===== src/rtl/ad9826_sif_arbiter_if.sv =====
// Requester-side and serial-engine-side signals of the AD9826 serial-interface arbiter.
// master = arbiter, slave = requesters plus serial engine.
interface ad9826_sif_arbiter_if #(
  parameter int unsigned NREQ = 3
);
  logic [NREQ-1:0]   req_wr_in;
  logic [NREQ-1:0]   req_rd_in;
  logic [3*NREQ-1:0] req_addr_in;
  logic [9*NREQ-1:0] req_data_in;
  logic [NREQ-1:0]   req_done_o;
  logic [NREQ-1:0]   req_err_o;
  logic [8:0]        req_rd_data_o;
  logic [2:0]        owner_o;
  logic              busy_o;
  logic              si_wr_o;
  logic              si_rd_o;
  logic [2:0]        si_addr_o;
  logic [8:0]        si_wr_data_o;
  logic              si_ready_in;
  logic              si_done_in;
  logic [8:0]        si_rd_data_in;
  logic              si_rd_valid_in;

  modport master (
    input  req_wr_in, req_rd_in, req_addr_in, req_data_in,
           si_ready_in, si_done_in, si_rd_data_in, si_rd_valid_in,
    output req_done_o, req_err_o, req_rd_data_o, owner_o, busy_o,
           si_wr_o, si_rd_o, si_addr_o, si_wr_data_o
  );

  modport slave (
    output req_wr_in, req_rd_in, req_addr_in, req_data_in,
           si_ready_in, si_done_in, si_rd_data_in, si_rd_valid_in,
    input  req_done_o, req_err_o, req_rd_data_o, owner_o, busy_o,
           si_wr_o, si_rd_o, si_addr_o, si_wr_data_o
  );
endinterface


===== src/rtl/ad9826_sif_arbiter.sv =====
// Round-robin arbiter sharing one AD9826 serial engine between NREQ register requesters,
// with a per-transaction watchdog that turns a stuck engine into an error pulse.
module ad9826_sif_arbiter #(
  parameter int unsigned NREQ    = 3,
  parameter int unsigned TIMEOUT = 4096
) (
  input logic                  clk,
  input logic                  rst_n,
  ad9826_sif_arbiter_if.master bus
);
  localparam int unsigned WDW = $clog2(TIMEOUT);

  typedef enum logic [1:0] {S_IDLE, S_ISSUE, S_WAIT, S_RESP} state_t;

  state_t          r_state, w_state_nx;
  logic [2:0]      r_ptr, w_ptr_nx;
  logic [2:0]      r_owner, w_owner_nx;
  logic [2:0]      r_addr, w_addr_nx;
  logic [8:0]      r_data, w_data_nx;
  logic            r_is_rd, w_is_rd_nx;
  logic [WDW-1:0]  r_wdog, w_wdog_nx;
  logic [NREQ-1:0] r_done, w_done_nx;
  logic [NREQ-1:0] r_err, w_err_nx;
  logic [8:0]      r_rd_data, w_rd_data_nx;
  logic            r_busy, w_busy_nx;
  logic            r_si_wr, w_si_wr_nx;
  logic            r_si_rd, w_si_rd_nx;

  logic [NREQ-1:0] w_pend;
  logic [NREQ-1:0] w_owner_oh;
  logic            w_found;
  logic [2:0]      w_gnt;
  logic            w_gnt_wr;
  logic [2:0]      w_gnt_addr;
  logic [8:0]      w_gnt_data;
  logic            w_complete;

  assign w_pend     = bus.req_wr_in | bus.req_rd_in;
  assign w_owner_oh = NREQ'(1) << r_owner;
  assign w_complete = r_is_rd ? bus.si_rd_valid_in : bus.si_done_in;

  // Round-robin pick: first pending index at/after r_ptr, else lowest pending overall.
  always_comb begin
    w_found    = 1'b0;
    w_gnt      = '0;
    w_gnt_wr   = 1'b0;
    w_gnt_addr = '0;
    w_gnt_data = '0;
    for (int unsigned i = 0; i < NREQ; i++) begin
      if (!w_found && w_pend[i] && (3'(i) >= r_ptr)) begin
        w_found    = 1'b1;
        w_gnt      = 3'(i);
        w_gnt_wr   = bus.req_wr_in[i];
        w_gnt_addr = bus.req_addr_in[3*i +: 3];
        w_gnt_data = bus.req_data_in[9*i +: 9];
      end
    end
    for (int unsigned i = 0; i < NREQ; i++) begin
      if (!w_found && w_pend[i]) begin
        w_found    = 1'b1;
        w_gnt      = 3'(i);
        w_gnt_wr   = bus.req_wr_in[i];
        w_gnt_addr = bus.req_addr_in[3*i +: 3];
        w_gnt_data = bus.req_data_in[9*i +: 9];
      end
    end
  end

  // Next-state and next-output logic; pulses default low so they last one cycle.
  always_comb begin
    w_state_nx   = r_state;
    w_ptr_nx     = r_ptr;
    w_owner_nx   = r_owner;
    w_addr_nx    = r_addr;
    w_data_nx    = r_data;
    w_is_rd_nx   = r_is_rd;
    w_wdog_nx    = r_wdog;
    w_done_nx    = '0;
    w_err_nx     = '0;
    w_rd_data_nx = r_rd_data;
    w_si_wr_nx   = 1'b0;
    w_si_rd_nx   = 1'b0;
    case (r_state)
      S_IDLE: begin
        if (w_found) begin
          w_owner_nx = w_gnt;
          w_addr_nx  = w_gnt_addr;
          w_data_nx  = w_gnt_data;
          w_is_rd_nx = !w_gnt_wr;
          w_ptr_nx   = (w_gnt == 3'(NREQ-1)) ? 3'd0 : w_gnt + 3'd1;
          w_state_nx = S_ISSUE;
        end
      end
      S_ISSUE: begin
        if (bus.si_ready_in) begin
          w_si_wr_nx = !r_is_rd;
          w_si_rd_nx = r_is_rd;
          w_wdog_nx  = '0;
          w_state_nx = S_WAIT;
        end
      end
      S_WAIT: begin
        // Completion outranks a watchdog expiry in the same cycle.
        if (w_complete) begin
          w_done_nx  = w_owner_oh;
          if (r_is_rd) w_rd_data_nx = bus.si_rd_data_in;
          w_state_nx = S_RESP;
        end else if (r_wdog == WDW'(TIMEOUT-1)) begin
          w_err_nx   = w_owner_oh;
          w_state_nx = S_RESP;
        end else begin
          w_wdog_nx  = r_wdog + 1'b1;
        end
      end
      S_RESP:  w_state_nx = S_IDLE;
      default: w_state_nx = S_IDLE;
    endcase
    w_busy_nx = (w_state_nx != S_IDLE);
  end

  always_ff @(posedge clk or negedge rst_n) begin
    if (!rst_n) begin
      r_state   <= S_IDLE;
      r_ptr     <= '0;
      r_owner   <= '0;
      r_addr    <= '0;
      r_data    <= '0;
      r_is_rd   <= 1'b0;
      r_wdog    <= '0;
      r_done    <= '0;
      r_err     <= '0;
      r_rd_data <= '0;
      r_busy    <= 1'b0;
      r_si_wr   <= 1'b0;
      r_si_rd   <= 1'b0;
    end else begin
      r_state   <= w_state_nx;
      r_ptr     <= w_ptr_nx;
      r_owner   <= w_owner_nx;
      r_addr    <= w_addr_nx;
      r_data    <= w_data_nx;
      r_is_rd   <= w_is_rd_nx;
      r_wdog    <= w_wdog_nx;
      r_done    <= w_done_nx;
      r_err     <= w_err_nx;
      r_rd_data <= w_rd_data_nx;
      r_busy    <= w_busy_nx;
      r_si_wr   <= w_si_wr_nx;
      r_si_rd   <= w_si_rd_nx;
    end
  end

  assign bus.req_done_o    = r_done;
  assign bus.req_err_o     = r_err;
  assign bus.req_rd_data_o = r_rd_data;
  assign bus.owner_o       = r_owner;
  assign bus.busy_o        = r_busy;
  assign bus.si_wr_o       = r_si_wr;
  assign bus.si_rd_o       = r_si_rd;
  assign bus.si_addr_o     = r_addr;
  assign bus.si_wr_data_o  = r_data;
endmodule


===== src/flat_wrapper.sv =====
// flat-port wrapper written by rule: the top's interface ports become plain ports
module ad9826_sif_arbiter_flat 
#(
  parameter int unsigned NREQ    = 3,
  parameter int unsigned TIMEOUT = 4096
)
  (clk, rst_n, bus_req_wr_in, bus_req_rd_in, bus_req_addr_in, bus_req_data_in, bus_si_ready_in, bus_si_done_in, bus_si_rd_data_in, bus_si_rd_valid_in, bus_req_done_o, bus_req_err_o, bus_req_rd_data_o, bus_owner_o, bus_busy_o, bus_si_wr_o, bus_si_rd_o, bus_si_addr_o, bus_si_wr_data_o);
  ad9826_sif_arbiter_if #(.NREQ(NREQ)) bus_i ();
  input logic clk;
  input logic rst_n;
  input wire logic [$bits(bus_i.req_wr_in)-1:0] bus_req_wr_in;
  input wire logic [$bits(bus_i.req_rd_in)-1:0] bus_req_rd_in;
  input wire logic [$bits(bus_i.req_addr_in)-1:0] bus_req_addr_in;
  input wire logic [$bits(bus_i.req_data_in)-1:0] bus_req_data_in;
  input wire logic [$bits(bus_i.si_ready_in)-1:0] bus_si_ready_in;
  input wire logic [$bits(bus_i.si_done_in)-1:0] bus_si_done_in;
  input wire logic [$bits(bus_i.si_rd_data_in)-1:0] bus_si_rd_data_in;
  input wire logic [$bits(bus_i.si_rd_valid_in)-1:0] bus_si_rd_valid_in;
  output wire logic [$bits(bus_i.req_done_o)-1:0] bus_req_done_o;
  output wire logic [$bits(bus_i.req_err_o)-1:0] bus_req_err_o;
  output wire logic [$bits(bus_i.req_rd_data_o)-1:0] bus_req_rd_data_o;
  output wire logic [$bits(bus_i.owner_o)-1:0] bus_owner_o;
  output wire logic [$bits(bus_i.busy_o)-1:0] bus_busy_o;
  output wire logic [$bits(bus_i.si_wr_o)-1:0] bus_si_wr_o;
  output wire logic [$bits(bus_i.si_rd_o)-1:0] bus_si_rd_o;
  output wire logic [$bits(bus_i.si_addr_o)-1:0] bus_si_addr_o;
  output wire logic [$bits(bus_i.si_wr_data_o)-1:0] bus_si_wr_data_o;
  assign bus_i.req_wr_in = bus_req_wr_in;
  assign bus_i.req_rd_in = bus_req_rd_in;
  assign bus_i.req_addr_in = bus_req_addr_in;
  assign bus_i.req_data_in = bus_req_data_in;
  assign bus_i.si_ready_in = bus_si_ready_in;
  assign bus_i.si_done_in = bus_si_done_in;
  assign bus_i.si_rd_data_in = bus_si_rd_data_in;
  assign bus_i.si_rd_valid_in = bus_si_rd_valid_in;
  assign bus_req_done_o = bus_i.req_done_o;
  assign bus_req_err_o = bus_i.req_err_o;
  assign bus_req_rd_data_o = bus_i.req_rd_data_o;
  assign bus_owner_o = bus_i.owner_o;
  assign bus_busy_o = bus_i.busy_o;
  assign bus_si_wr_o = bus_i.si_wr_o;
  assign bus_si_rd_o = bus_i.si_rd_o;
  assign bus_si_addr_o = bus_i.si_addr_o;
  assign bus_si_wr_data_o = bus_i.si_wr_data_o;
  ad9826_sif_arbiter #(.NREQ(NREQ), .TIMEOUT(TIMEOUT)) u_core (.clk(clk), .rst_n(rst_n), .bus(bus_i));
endmodule

===== config.mk =====
export PLATFORM = sky130hd
export DESIGN_NAME = ad9826_sif_arbiter_flat
export DESIGN_NICKNAME = d
export VERILOG_FILES = /design/src/rtl/ad9826_sif_arbiter_if.sv /design/src/rtl/ad9826_sif_arbiter.sv /design/src/flat_wrapper.sv
export SDC_FILE = /design/constraint.sdc
export NUM_CORES = 1
export LEC_CHECK = 0
export CORE_AREA = 10 10 78 80
export DETAILED_ROUTE_END_ITERATION = 8
export DIE_AREA = 0 0 88 90
export DONT_BUFFER_PORTS = 1
export PLACE_DENSITY = 0.69
export SLEW_MARGIN = 20
export SYNTH_ARGS = -nofsm -noshare
export SYNTH_HDL_FRONTEND = slang
export SYNTH_SLANG_ARGS = --single-unit

===== constraint.sdc =====
create_clock -name clk -period 1.79 [get_ports clk]
set_input_delay 0.358 -clock clk [delete_from_list [all_inputs] [get_ports clk]]
set_output_delay 0.358 -clock clk [all_outputs]
set_load 0.1 [all_outputs]

==> flow_metrics.tcl <==
set metrics [dict create \
    status "complete, but fails checks" \
    violations "setup timing" \
    die_y_um 90 \
    cts_made_buffers 5 \
    fin_ws_ns -0.01237 \
    p_per_area_mw_per_mm2 2087 \
    synth.mux.area_fraction_pct 5.443 \
    globalplace.congestion 0.9447 \
    min_path_type "primary input to flop" \
    nets 345 \
    grt_max_degree 51 \
    wl_per_cell_um 19.15 \
    grt_pass1_vias 2075 \
    first_pass_iters 7 \
    p_sw_share_pct 56.29 \
    dp_hpwl_um 4774 \
    ys_async_sr_fraction_pct 100.0 \
    fp.dieW_um 88 \
    routed_wl_um 6550 \
    clock_skew_ns 0.009015 \
    cp.arrival_ns 1.99 \
    path_clk_slew_ns 0.09 \
    ctsRootBufferMaster "clkbuf_8" \
    seqPwrFrac_pct 37.9 \
    path_class "flop to flop" \
    slew_violations 0 \
    power_frac_clock_pct 9.7 \
    synth_ff_type "dfrtp_1" \
    synth_seq_cells 50 \
    place_ws_ns -0.08055 \
    die-area_sq_mm 0.007920 \
    rsz0062_at_grt "true" \
    htree_levels 2 \
    critPathLaunchType "flop" \
    yosysTopAreaCell "dfrtp_1" \
    crit_fanout 4 \
    power_switching_uw 3735 \
    tritoncts "built" \
    drtIter0Drc 154 \
    synthAdderAreaFrac_pct 0.5086 \
    rows 25 \
    antenna_found_initial 0 \
    netlist_area_sq_mm 0.002460 \
    portBuffers 0 \
    route.detailed.drc 0 \
    ios 89 \
    synth_top_family_by_area "compound AO/OA/AOI/OAI gates" \
    yosysUniqueCellTypes 54 \
    setup_violations 2 \
    fin_hold_ws_ns 0.1448 \
    vias 2046 \
    drtAntennaViolNets 0 \
    grt_overflow_total 0 \
    grt_pass1_wl_um 10210 \
    crit_path_frequent_cell "or3_4" \
    end_kind "flop" \
    combPwrFrac_pct 52.3 \
    cp_slowest_cell "dfrtp_1" \
    final_common_cell "buf_4" \
    cp.required_ns 1.98 \
    initial_utilization_pct 53.50 \
    avgSynthCellArea_sq_um 10.79 \
    synth_edf_count 0 \
    synth_compound_area_share_pct 21.41 \
    fillers 371 \
    syn_inst 228 \
    netlist.area_leader.share_pct 50.86 \
    worstMarginPinSlew_ns 0.9117 \
    via_per_inst 5.982 \
    min_period_ns 1.802 \
    p_int_uw 2899 \
    clock_tree.buffer_depth 2 \
    fin_crit_sh_pct 100.7 \
    drive_above_1_share_pct 35.76 \
    synthSimpleGateAreaFrac_pct 17.96 \
    core_area_sq_mm 0.004598 \
    synthTopCellsByArea "dfrtp_1 51%, nand2_1 4.7%, mux2_2 4.1%" \
    synth_seq_area_share_pct 50.86 \
    clk_latency_ns 0.31 \
    hold_violations 0 \
    syn_to_final_growth_pct 29.20 \
    syn_nets 285 \
    ir_drop_mv 1.306 \
    critPathMaxStageDelay_ns 0.42 \
    ys_warn_count 0 \
    synthXorXnorAreaFrac_pct 1.424 \
    globalRouteTotalUtil_pct 15.80 \
    crit_chain "mux2i_4 > o21ai_4 > or3_4 > or3_4 > mux2i_1" \
    clock_sinks 50 \
    most-common-layout-cells "56 x buf_4, 47 x dfrtp_1, 31 x nand2_1, 20 x nor2_1, 10 x a21oi_1" \
    max_slew_margin_pct 39.22 \
    diodes 0 \
    p_leak_uw 0.001450 \
    drv_cap 0 \
    fmax_mhz 554.8 \
]
[layer usage]
layer	wire, um	part of all wire [%]	track usage (%)	vias up
li1	-	-	-	978
met1	2515	38	18.88	974
met2	3264	50	25.73	87
met3	693	11	5.957	7
met4	76	1.2	4.122	0
met5	0	0	0	-
[power by group through the flow]
stage | Combinational, uW | Clock, uW | Sequential, uW
2_1_floorplan | 1150 | 0 | 3770
3_3_place_gp | 3190 | 0 | 2510
3_5_place_dp | 3230 | 0 | 2520
4_1_cts | 3330 | 665 | 2500
5_1_grt | 3710 | 702 | 2580
6_report | 3470 | 645 | 2520
[flip-flops by register name, summed over array words and instances, names as in the netlist]
name                      cells
u_core.r_wdog                12
u_core.bus.req_rd_data_o      9
u_core.bus.si_wr_data_o       9
u_core.bus.req_done_o         3
u_core.bus.req_err_o          3
u_core.bus.si_addr_o          3
u_core.r_ptr                  3
u_core.bus.owner_o            2
u_core.r_state                2
u_core.bus.busy_o             1
u_core.bus.si_rd_o            1
u_core.bus.si_wr_o            1
u_core.r_is_rd                1
[per-stage QoR]
| stage | util [%] | instances | total power [uW] | TNS, ns | instance area, sq um |
|---|---|---|---|---|---|
| finish | 69.12 | 342 | 6634 | -0.02225 | 3178 |
| global route | 69.12 | 342 | 6986 | -0.6941 | 3178 |
| CTS | 65.82 | 335 | 6491 | -0.07205 | 3027 |
| detailed placement | 62.04 | 323 | 5758 | -0.6334 | 2853 |
| global placement | 62.04 | 323 | 5700 | -0.4701 | 2853 |
| floorplan | - | 228 | 4919 | 0 | 2460 |
[cells in the mapped netlist, types with 3 or more instances]
cell and n:
nand2b_1 3, nor4_1 3, or3_1 4, a21oi_1 12, nand2_1 31, xnor2_1 4
mux2_2 9, dfrtp_1 50, and2_1 4, a22oi_1 8, o21ai_0 9, nand4_1 3
nor3_1 6, a21o_1 5, a222oi_1 7, nor2_1 22
[cells by family (layout without fill, tap and decap cells)]
kind of cell	after synthesis	count (layout)
mux	11	11
compound gates	65	65
simple gates	87	87
buf+inv	9	69
other cells	1	1
flops	50	50
fa+ha+maj	1	1
xor+xnor	4	4
[what timing repair did]
item                       CTS  global route
hold buffers                 2             0
setup endpoints to repair   13            33
resized for setup            5            21
buffers inserted             3             8
pin swaps                    2            13
hold endpoints to repair    50             0
[worst paths after layout]
path | to | from | cells past startpoint | slack [ns]
worst max-delay path | u_core.r_wdog[11] | u_core.r_is_rd | 5 | -0.01
worst min-delay path | u_core.bus.si_wr_data_o[7] | bus_req_data_in[25] | 2 | 0.14
worst max register to register | u_core.r_wdog[11] | u_core.r_is_rd | 5 | -0.01
worst min register to register | u_core.bus.si_addr_o[2] | u_core.bus.si_addr_o[2] | 2 | 0.53
max in group asynchronous | u_core.r_ptr[1] | rst_n | 2 | 0.99
min in group asynchronous | u_core.bus.si_wr_data_o[0] | rst_n | 2 | 0.58
[area by class of cell]
class	count	area (sq um)	area share, %
multi-input cells	169	1276	40.16
well taps	54	67.56	2.126
flip-flops and latches	50	1255	39.49
repair buffers	60	489.2	15.39
clock inverters	2	13.76	0.4331
inverters	2	7.507	0.2362
clock buffers	5	68.82	2.165
[critical path, delay by kind of cell (launching register included)]
kind             cells  cell delay (ns)
multiplexers         2             0.45
flip-flops           1             0.42
AND/OR/NAND/NOR      2             0.73
AO/OA/AOI/OAI        1             0.09
(Power assumes the default switching activity.)
